==> config.mk <==
export PLATFORM = sky130hd
export DESIGN_NAME = plotfour_turn_ctrl
export DESIGN_NICKNAME = d
export VERILOG_FILES = /design/src/rtl/plotfour_pkg.sv /design/src/rtl/plotfour_win_check.sv /design/src/rtl/plotfour_turn_ctrl.sv
export SDC_FILE = /design/constraint.sdc
export NUM_CORES = 1
export LEC_CHECK = 0
export ABC_CLOCK_PERIOD_IN_PS = 2500
export BUFFER_PORTS_ARGS = -buffer_cell sky130_fd_sc_hd__buf_4
export CAP_MARGIN = 30
export CORE_MARGIN = 2
export CORE_UTILIZATION = 45
export CTS_CLUSTER_DIAMETER = 120
export CTS_CLUSTER_SIZE = 14
export DETAILED_ROUTE_END_ITERATION = 8
export PLACE_DENSITY = 0.7
export RECOVER_POWER = 50
export SYNTH_ARGS = -nofsm -noshare
export SYNTH_HDL_FRONTEND = slang
export SYNTH_HIERARCHICAL = 1
export SYNTH_SLANG_ARGS = --single-unit
==> constraint.sdc <==
create_clock -name CLOCK_50 -period 2.5 [get_ports CLOCK_50]
set_input_delay 0.5 -clock CLOCK_50 [delete_from_list [all_inputs] [get_ports CLOCK_50]]
set_output_delay 0.5 -clock CLOCK_50 [all_outputs]
set_load 0.01 [all_outputs]
==> src/rtl/plotfour_pkg.sv <==
// Shared definitions for the plot-four game logic: board geometry, player
// identifiers, turn-controller state encoding and the table of winning lines.
package plotfour_pkg;

    localparam int NUM_SQ    = 20;
    localparam int NUM_COLS  = 4;
    localparam int NUM_ROWS  = 5;
    localparam int NUM_LINES = 17;

    localparam logic P_ONE = 1'b0;
    localparam logic P_TWO = 1'b1;

    typedef enum logic [2:0] {
        IDLE   = 3'd0,
        WAIT   = 3'd1,
        COMMIT = 3'd2,
        CHECK  = 3'd3,
        OVER   = 3'd4
    } state_t;

    // Every set of four squares that forms a line on the 4x5 board
    // (square index = row*4 + col).
    localparam logic [NUM_SQ-1:0] WIN_LINES [NUM_LINES] = '{
        // horizontal rows 0..4
        20'h0000F, 20'h000F0, 20'h00F00, 20'h0F000, 20'hF0000,
        // vertical, rows 0-3, columns 0..3
        20'h01111, 20'h02222, 20'h04444, 20'h08888,
        // vertical, rows 1-4, columns 0..3
        20'h11110, 20'h22220, 20'h44440, 20'h88880,
        // down-right diagonals from squares 0 and 4
        20'h08421, 20'h84210,
        // down-left diagonals from squares 3 and 7
        20'h01248, 20'h12480
    };

    // One-hot mask of a square; all zeros when the square is off the board.
    function automatic logic [NUM_SQ-1:0] sq_onehot(input logic [5:0] sq);
        logic [NUM_SQ-1:0] mask;
        mask = '0;
        if (sq < 6'(NUM_SQ)) begin
            mask = {{(NUM_SQ-1){1'b0}}, 1'b1} << sq[4:0];
        end
        return mask;
    endfunction

endpackage

==> src/rtl/plotfour_win_check.sv <==
// Combinational line detector: reports whether one player's occupancy
// register covers any of the winning lines.
module plotfour_win_check
    import plotfour_pkg::*;
(
    input  logic [NUM_SQ-1:0] board,
    output logic              win
);

    // OR over all lines that are completely covered by the board.
    always_comb begin
        win = 1'b0;
        for (int i = 0; i < NUM_LINES; i++) begin
            if ((board & WIN_LINES[i]) == WIN_LINES[i]) begin
                win = 1'b1;
            end
        end
    end

endmodule

==> src/rtl/plotfour_turn_ctrl.sv <==
// Turn controller for one game of plot-four: detects key presses, takes the
// request of the player whose turn it is, validates and commits the square,
// then evaluates win/draw on the updated board. Optional per-turn timeout.
module plotfour_turn_ctrl
    import plotfour_pkg::*;
#(
    parameter logic        FIRST_PLAYER = P_ONE,
    parameter int unsigned TURN_TIMEOUT = 0
) (
    input  logic              CLOCK_50,
    input  logic              reset,
    input  logic              start,
    input  logic              p_one_req,
    input  logic              p_two_req,
    input  logic [5:0]        square,
    output logic [NUM_SQ-1:0] blue,
    output logic [NUM_SQ-1:0] red,
    output logic              turn,
    output logic              p_one_win,
    output logic              p_two_win,
    output logic              draw,
    output logic              move_ok,
    output logic              move_rej,
    output logic [4:0]        last_sq
);

    localparam logic        TIMER_EN   = (TURN_TIMEOUT != 0);
    localparam logic [31:0] TIMER_LAST = TURN_TIMEOUT - 32'd1;

    state_t state, state_nxt;

    logic              p_one_req_q, p_two_req_q;
    logic              p_one_edge, p_two_edge, turn_edge;
    logic [5:0]        sq_lat;
    logic [NUM_SQ-1:0] sq_bit, occupied, mover_board;
    logic              sq_bad, mover_wins, board_full, timeout_hit;
    logic [31:0]       timer;

    // Control strobes produced by the next-state logic
    logic do_start, do_take, do_commit, do_reject;
    logic do_win, do_draw, do_next, do_timeout, do_tick;

    assign p_one_edge  = p_one_req & ~p_one_req_q;
    assign p_two_edge  = p_two_req & ~p_two_req_q;
    // Only the player to move can open a transaction; the other key is ignored.
    assign turn_edge   = (turn == P_TWO) ? p_two_edge : p_one_edge;

    assign occupied    = blue | red;
    assign sq_bit      = sq_onehot(sq_lat);
    assign sq_bad      = (sq_bit == '0) || ((sq_bit & occupied) != '0);
    assign board_full  = &occupied;
    assign timeout_hit = TIMER_EN && (timer == TIMER_LAST);

    // Only the mover can have completed a line, so only its register is checked.
    assign mover_board = (turn == P_TWO) ? red : blue;

    plotfour_win_check u_win_check (
        .board (mover_board),
        .win   (mover_wins)
    );

    // State register.
    always_ff @(posedge CLOCK_50 or posedge reset) begin
        if (reset) begin
            state <= IDLE;
        end else begin
            state <= state_nxt;
        end
    end

    // Next-state decode; dropping start overrides every state.
    always_comb begin
        state_nxt  = state;
        do_start   = 1'b0;
        do_take    = 1'b0;
        do_commit  = 1'b0;
        do_reject  = 1'b0;
        do_win     = 1'b0;
        do_draw    = 1'b0;
        do_next    = 1'b0;
        do_timeout = 1'b0;
        do_tick    = 1'b0;
        if (!start) begin
            state_nxt = IDLE;
        end else begin
            case (state)
                IDLE: begin
                    do_start  = 1'b1;
                    state_nxt = WAIT;
                end
                WAIT: begin
                    if (turn_edge) begin
                        do_take   = 1'b1;
                        state_nxt = COMMIT;
                    end else if (timeout_hit) begin
                        do_timeout = 1'b1;
                    end else begin
                        do_tick = TIMER_EN;
                    end
                end
                COMMIT: begin
                    if (sq_bad) begin
                        do_reject = 1'b1;
                        state_nxt = WAIT;
                    end else begin
                        do_commit = 1'b1;
                        state_nxt = CHECK;
                    end
                end
                CHECK: begin
                    if (mover_wins) begin
                        do_win    = 1'b1;
                        state_nxt = OVER;
                    end else if (board_full) begin
                        do_draw   = 1'b1;
                        state_nxt = OVER;
                    end else begin
                        do_next   = 1'b1;
                        state_nxt = WAIT;
                    end
                end
                OVER: begin
                    state_nxt = OVER;
                end
                default: begin
                    state_nxt = IDLE;
                end
            endcase
        end
    end

    // Previous key levels for rising-edge detection.
    always_ff @(posedge CLOCK_50 or posedge reset) begin
        if (reset) begin
            p_one_req_q <= 1'b0;
            p_two_req_q <= 1'b0;
        end else begin
            p_one_req_q <= p_one_req;
            p_two_req_q <= p_two_req;
        end
    end

    // Board, flags, pulses and timer, updated from the decoded strobes.
    always_ff @(posedge CLOCK_50 or posedge reset) begin
        if (reset) begin
            blue      <= '0;
            red       <= '0;
            turn      <= FIRST_PLAYER;
            p_one_win <= 1'b0;
            p_two_win <= 1'b0;
            draw      <= 1'b0;
            move_ok   <= 1'b0;
            move_rej  <= 1'b0;
            last_sq   <= '0;
            sq_lat    <= '0;
            timer     <= '0;
        end else begin
            move_ok  <= do_commit;
            move_rej <= do_reject;
            if (do_start) begin
                blue      <= '0;
                red       <= '0;
                p_one_win <= 1'b0;
                p_two_win <= 1'b0;
                draw      <= 1'b0;
                timer     <= '0;
                turn      <= FIRST_PLAYER;
            end
            if (do_take) begin
                sq_lat <= square;
            end
            if (do_commit) begin
                if (turn == P_TWO) begin
                    red <= red | sq_bit;
                end else begin
                    blue <= blue | sq_bit;
                end
                last_sq <= sq_lat[4:0];
            end
            if (do_win) begin
                if (turn == P_TWO) begin
                    p_two_win <= 1'b1;
                end else begin
                    p_one_win <= 1'b1;
                end
            end
            if (do_draw) begin
                draw <= 1'b1;
            end
            if (do_next || do_timeout) begin
                turn  <= ~turn;
                timer <= '0;
            end
            if (do_tick) begin
                timer <= timer + 32'd1;
            end
        end
    end

endmodule

==> summary.txt <==
Synthesis
  – Synth async-reset ratio: 1.000
  – Post-synthesis sequential area ratio: 0.4726
  – Syn Area/Cell: about 9.7 um^2
  – Synth Cell Area: 3283 um^2
  – Count of different cell masters after synthesis: between 40 and 50
  – Post-synth EDFFs: 0
  – Syn Inst Count: between 300 and 400
  – Syn. warnings: 6
  – Yosys reg bits: between 60 and 70
  – Net Count, Synth: 351
  – Post-synth top flop: dfrtp_1

Clocking
  – CTS max path bufs: 2
  – Post-CTS resize count: 0
  – CTS tree: done
  – Post-CTS setup buffer count: 0
  – Clock-pin slew on the worst setup and hold paths: roughly 60 ps
  – CTS Hold Bufs: 0
  – Clk sinks: 62
  – Clk_lat worst skew: between 300 and 400 ps
  – Root buffer cell: clkbuf_8
  – CTS Buf Count: 9
  – Clock H-tree levels: 3

Die
  – Row cnt: 31
  – Core ar.: 7176 um^2
  – Initial Utilization: 0.4575
  – Die height: approximately 89 um
  – Io pins: 62
  – Die ar.: 7995 um^2
  – DIE WIDTH: slightly below 90 um

Timing
  – Least-Margin Pin Slew: around 840 ps
  – Max transition margin: 0.4427
  – RSZ-0062 raised after global routing: false
  – Crit share post-route: 0.9294
  – Max Slew Vio Count: 0
  – Min Tclk post-route: 2324 ps
  – Final setup violation count: 0
  – Final clock skew: 8.259 ps
  – Min Hold Slack: between 200 and 300 ps
  – Fin Setup TNS: 0 ps
  – Max Freq: between 0.4 and 0.5 GHz
  – Final hold violation count: 0

Route
  – Vias after detailed routing: about 3000
  – Final wirelength: 9.018 mm
  – Routed len/inst: 17.65 um
  – Remaining antenna violation count after routing: 0
  – Post-route DRC: 0
  – Post-DR vias/cell: 5.898
  – DR iter-0 viols: about 240
  – Pre-Repair DR Iteration Count: 6

Worst setup path
  – Flop-to-flop setup slack: 180 ps
  – Setup crit end kind: flop
  – Crit path DAT: roughly 2600 ps
  – Worst EP required: about 2700 ps
  – Crit start category: flop
  – CP Max Fanout: 30
  – Crit path kind: reg2reg

GRT
  – Global route overflow: 0
  – Total GRT Usage: 0.2402
  – Largest net degree at the start of global routing: 33
  – Antenna violations before repair: 0
  – First-pass GRT wire length: between 10 and 15 mm
  – Number of global-route vias before repair: between 2000 and 3000

Placed design
  – Final HPWL DP: about 6.6 mm
  – RePlAce Congestion: just under 1
  – IO buf count: just over 60

Cells and area
  – ANT cells: 0
  – Fill cell count: between 600 and 700
  – Total Nets Final: 418
  – Layout area overhead: 21.15%
  – Layout cells sized above 1: 0.2476
  – Fin util: 0.5543

Flow run
  – Max-cap violations: 0

Pwr
  – Power density over the cells: roughly 750 nW/um^2
  – Worst vdd ir: about 0.30 mV
  – Leak pwr: 1.717 nW
  – Final total power: between 0.002 and 0.003 W

Outcome
  – Status: complete, no violations

Hold path
  – Worst hold path class: in2reg
[metrics by stage]
stage	setup slack [ps]	instances	instance area, um^2
detailed placement	211.8	495	3921
finish	176.4	511	3978
CTS	204.0	511	4083
global route	42.74	511	3978
global placement	268.6	495	3921
floorplan	117.4	340	3287
[state kept, by name (all words and copies together) (netlist names), 3 cells and up]
signal	count
sq_lat	6
blue	20
red	20
last_sq	5
state	3
[critical path, stage by stage (launching register included)]
cell and delay, ps:
dfrtp_1 370, buf_12 190, mux2_2 380, o2111ai_1 210, nand3_1 110, a21oi_1 120
nand3_1 160, nand2b_1 220, or3_1 340, o311ai_0 90
[layout make-up]
type	instances	area, um^2	area share
clock buffers	15	156.4	0.03932
repair buffers	76	515.5	0.1296
inverters	6	22.52	0.005662
well taps	99	123.9	0.03114
multi-input cells	252	1603	0.4030
flip-flops and latches	62	1551	0.3901
clock inverters	1	5.005	0.001258
[worst paths after layout]
check                           depth (start not counted)        from     endpoint
worst max register to register                          9        turn         turn
worst min register to register                          1  last_sq[0]   last_sq[0]
min in group asynchronous                               2       reset      move_ok
worst min-delay path                                    1   p_one_req  p_one_req_q
max in group asynchronous                               3       reset     blue[17]
worst max-delay path                                    9        turn         turn
[kinds of logic after synthesis]
family | share of synthesized area
AO/OA/AOI/OAI | 0.1738
multiplexers | 0.1120
AND/OR/NAND/NOR | 0.2024
buffers and inverters | 0.03925
flip-flops | 0.4726
[per-layer routing]
| layer | global-route usage | wire [um] | vias up |
|---|---|---|---|
| met5 | 0 | 0 | - |
| met4 | 0.1018 | 259 | 0 |
| met3 | 0.04524 | 640 | 30 |
| met2 | 0.3609 | 4081 | 146 |
| met1 | 0.3404 | 4036 | 1447 |
| li1 | - | - | 1391 |
[where the power goes]
group / leakage (nW) / internal [W] / total (W) / switching (W)
clock: 0.0817 / 0.000387 / 0.000752 / 0.000365
sequential: 0.845 / 0.00110 / 0.00125 / 0.000153
combinational: 0.790 / 0.000396 / 0.000966 / 0.000570
[placed cells by master (no fill, tap or decap), types with 3 or more instances in the layout]
| cell | instances |
|---|---|
| clkbuf_4 | 3 |
| buf_4 | 45 |
| nor3_1 | 5 |
| dfrtp_1 | 62 |
| nand2_1 | 57 |
| a31oi_1 | 3 |
| o21ai_0 | 22 |
| buf_12 | 3 |
| clkbuf_8 | 10 |
| o22ai_1 | 6 |
| inv_1 | 6 |
| nand3_1 | 21 |
| o31ai_1 | 32 |
| a21oi_1 | 3 |
| nand4_1 | 3 |
| nand2b_1 | 4 |
| nor2_1 | 25 |
| clkbuf_1 | 29 |
| nor2b_1 | 4 |
| nor4_1 | 5 |
| mux2_4 | 5 |
| mux2_2 | 26 |
[cells in the mapped netlist (all sizes together) (2+ instances only)]
library cell	n	area, um^2
dfrtp	62	1551
nand2	57	214.0
o31ai	32	240.2
mux2	31	367.8
nor2	26	105.1
o21ai	23	115.1
nand3	22	115.1
buf	12	76.32
clkbuf	8	30.03
inv	6	22.52
nor3	6	35.03
o22ai	6	37.54
nor4	5	31.28
nand2b	4	25.02
nand4	4	31.28
nor2b	4	25.02
a21oi	3	15.01
a31oi	3	18.77
o2111ai	3	32.53
a2111oi	2	17.52
a22oi	2	15.01
a32oi	2	17.52
o32ai	2	17.52
or2	2	12.52
or3	2	12.51
or4b	2	20.02
(Power assumes the default switching activity.)
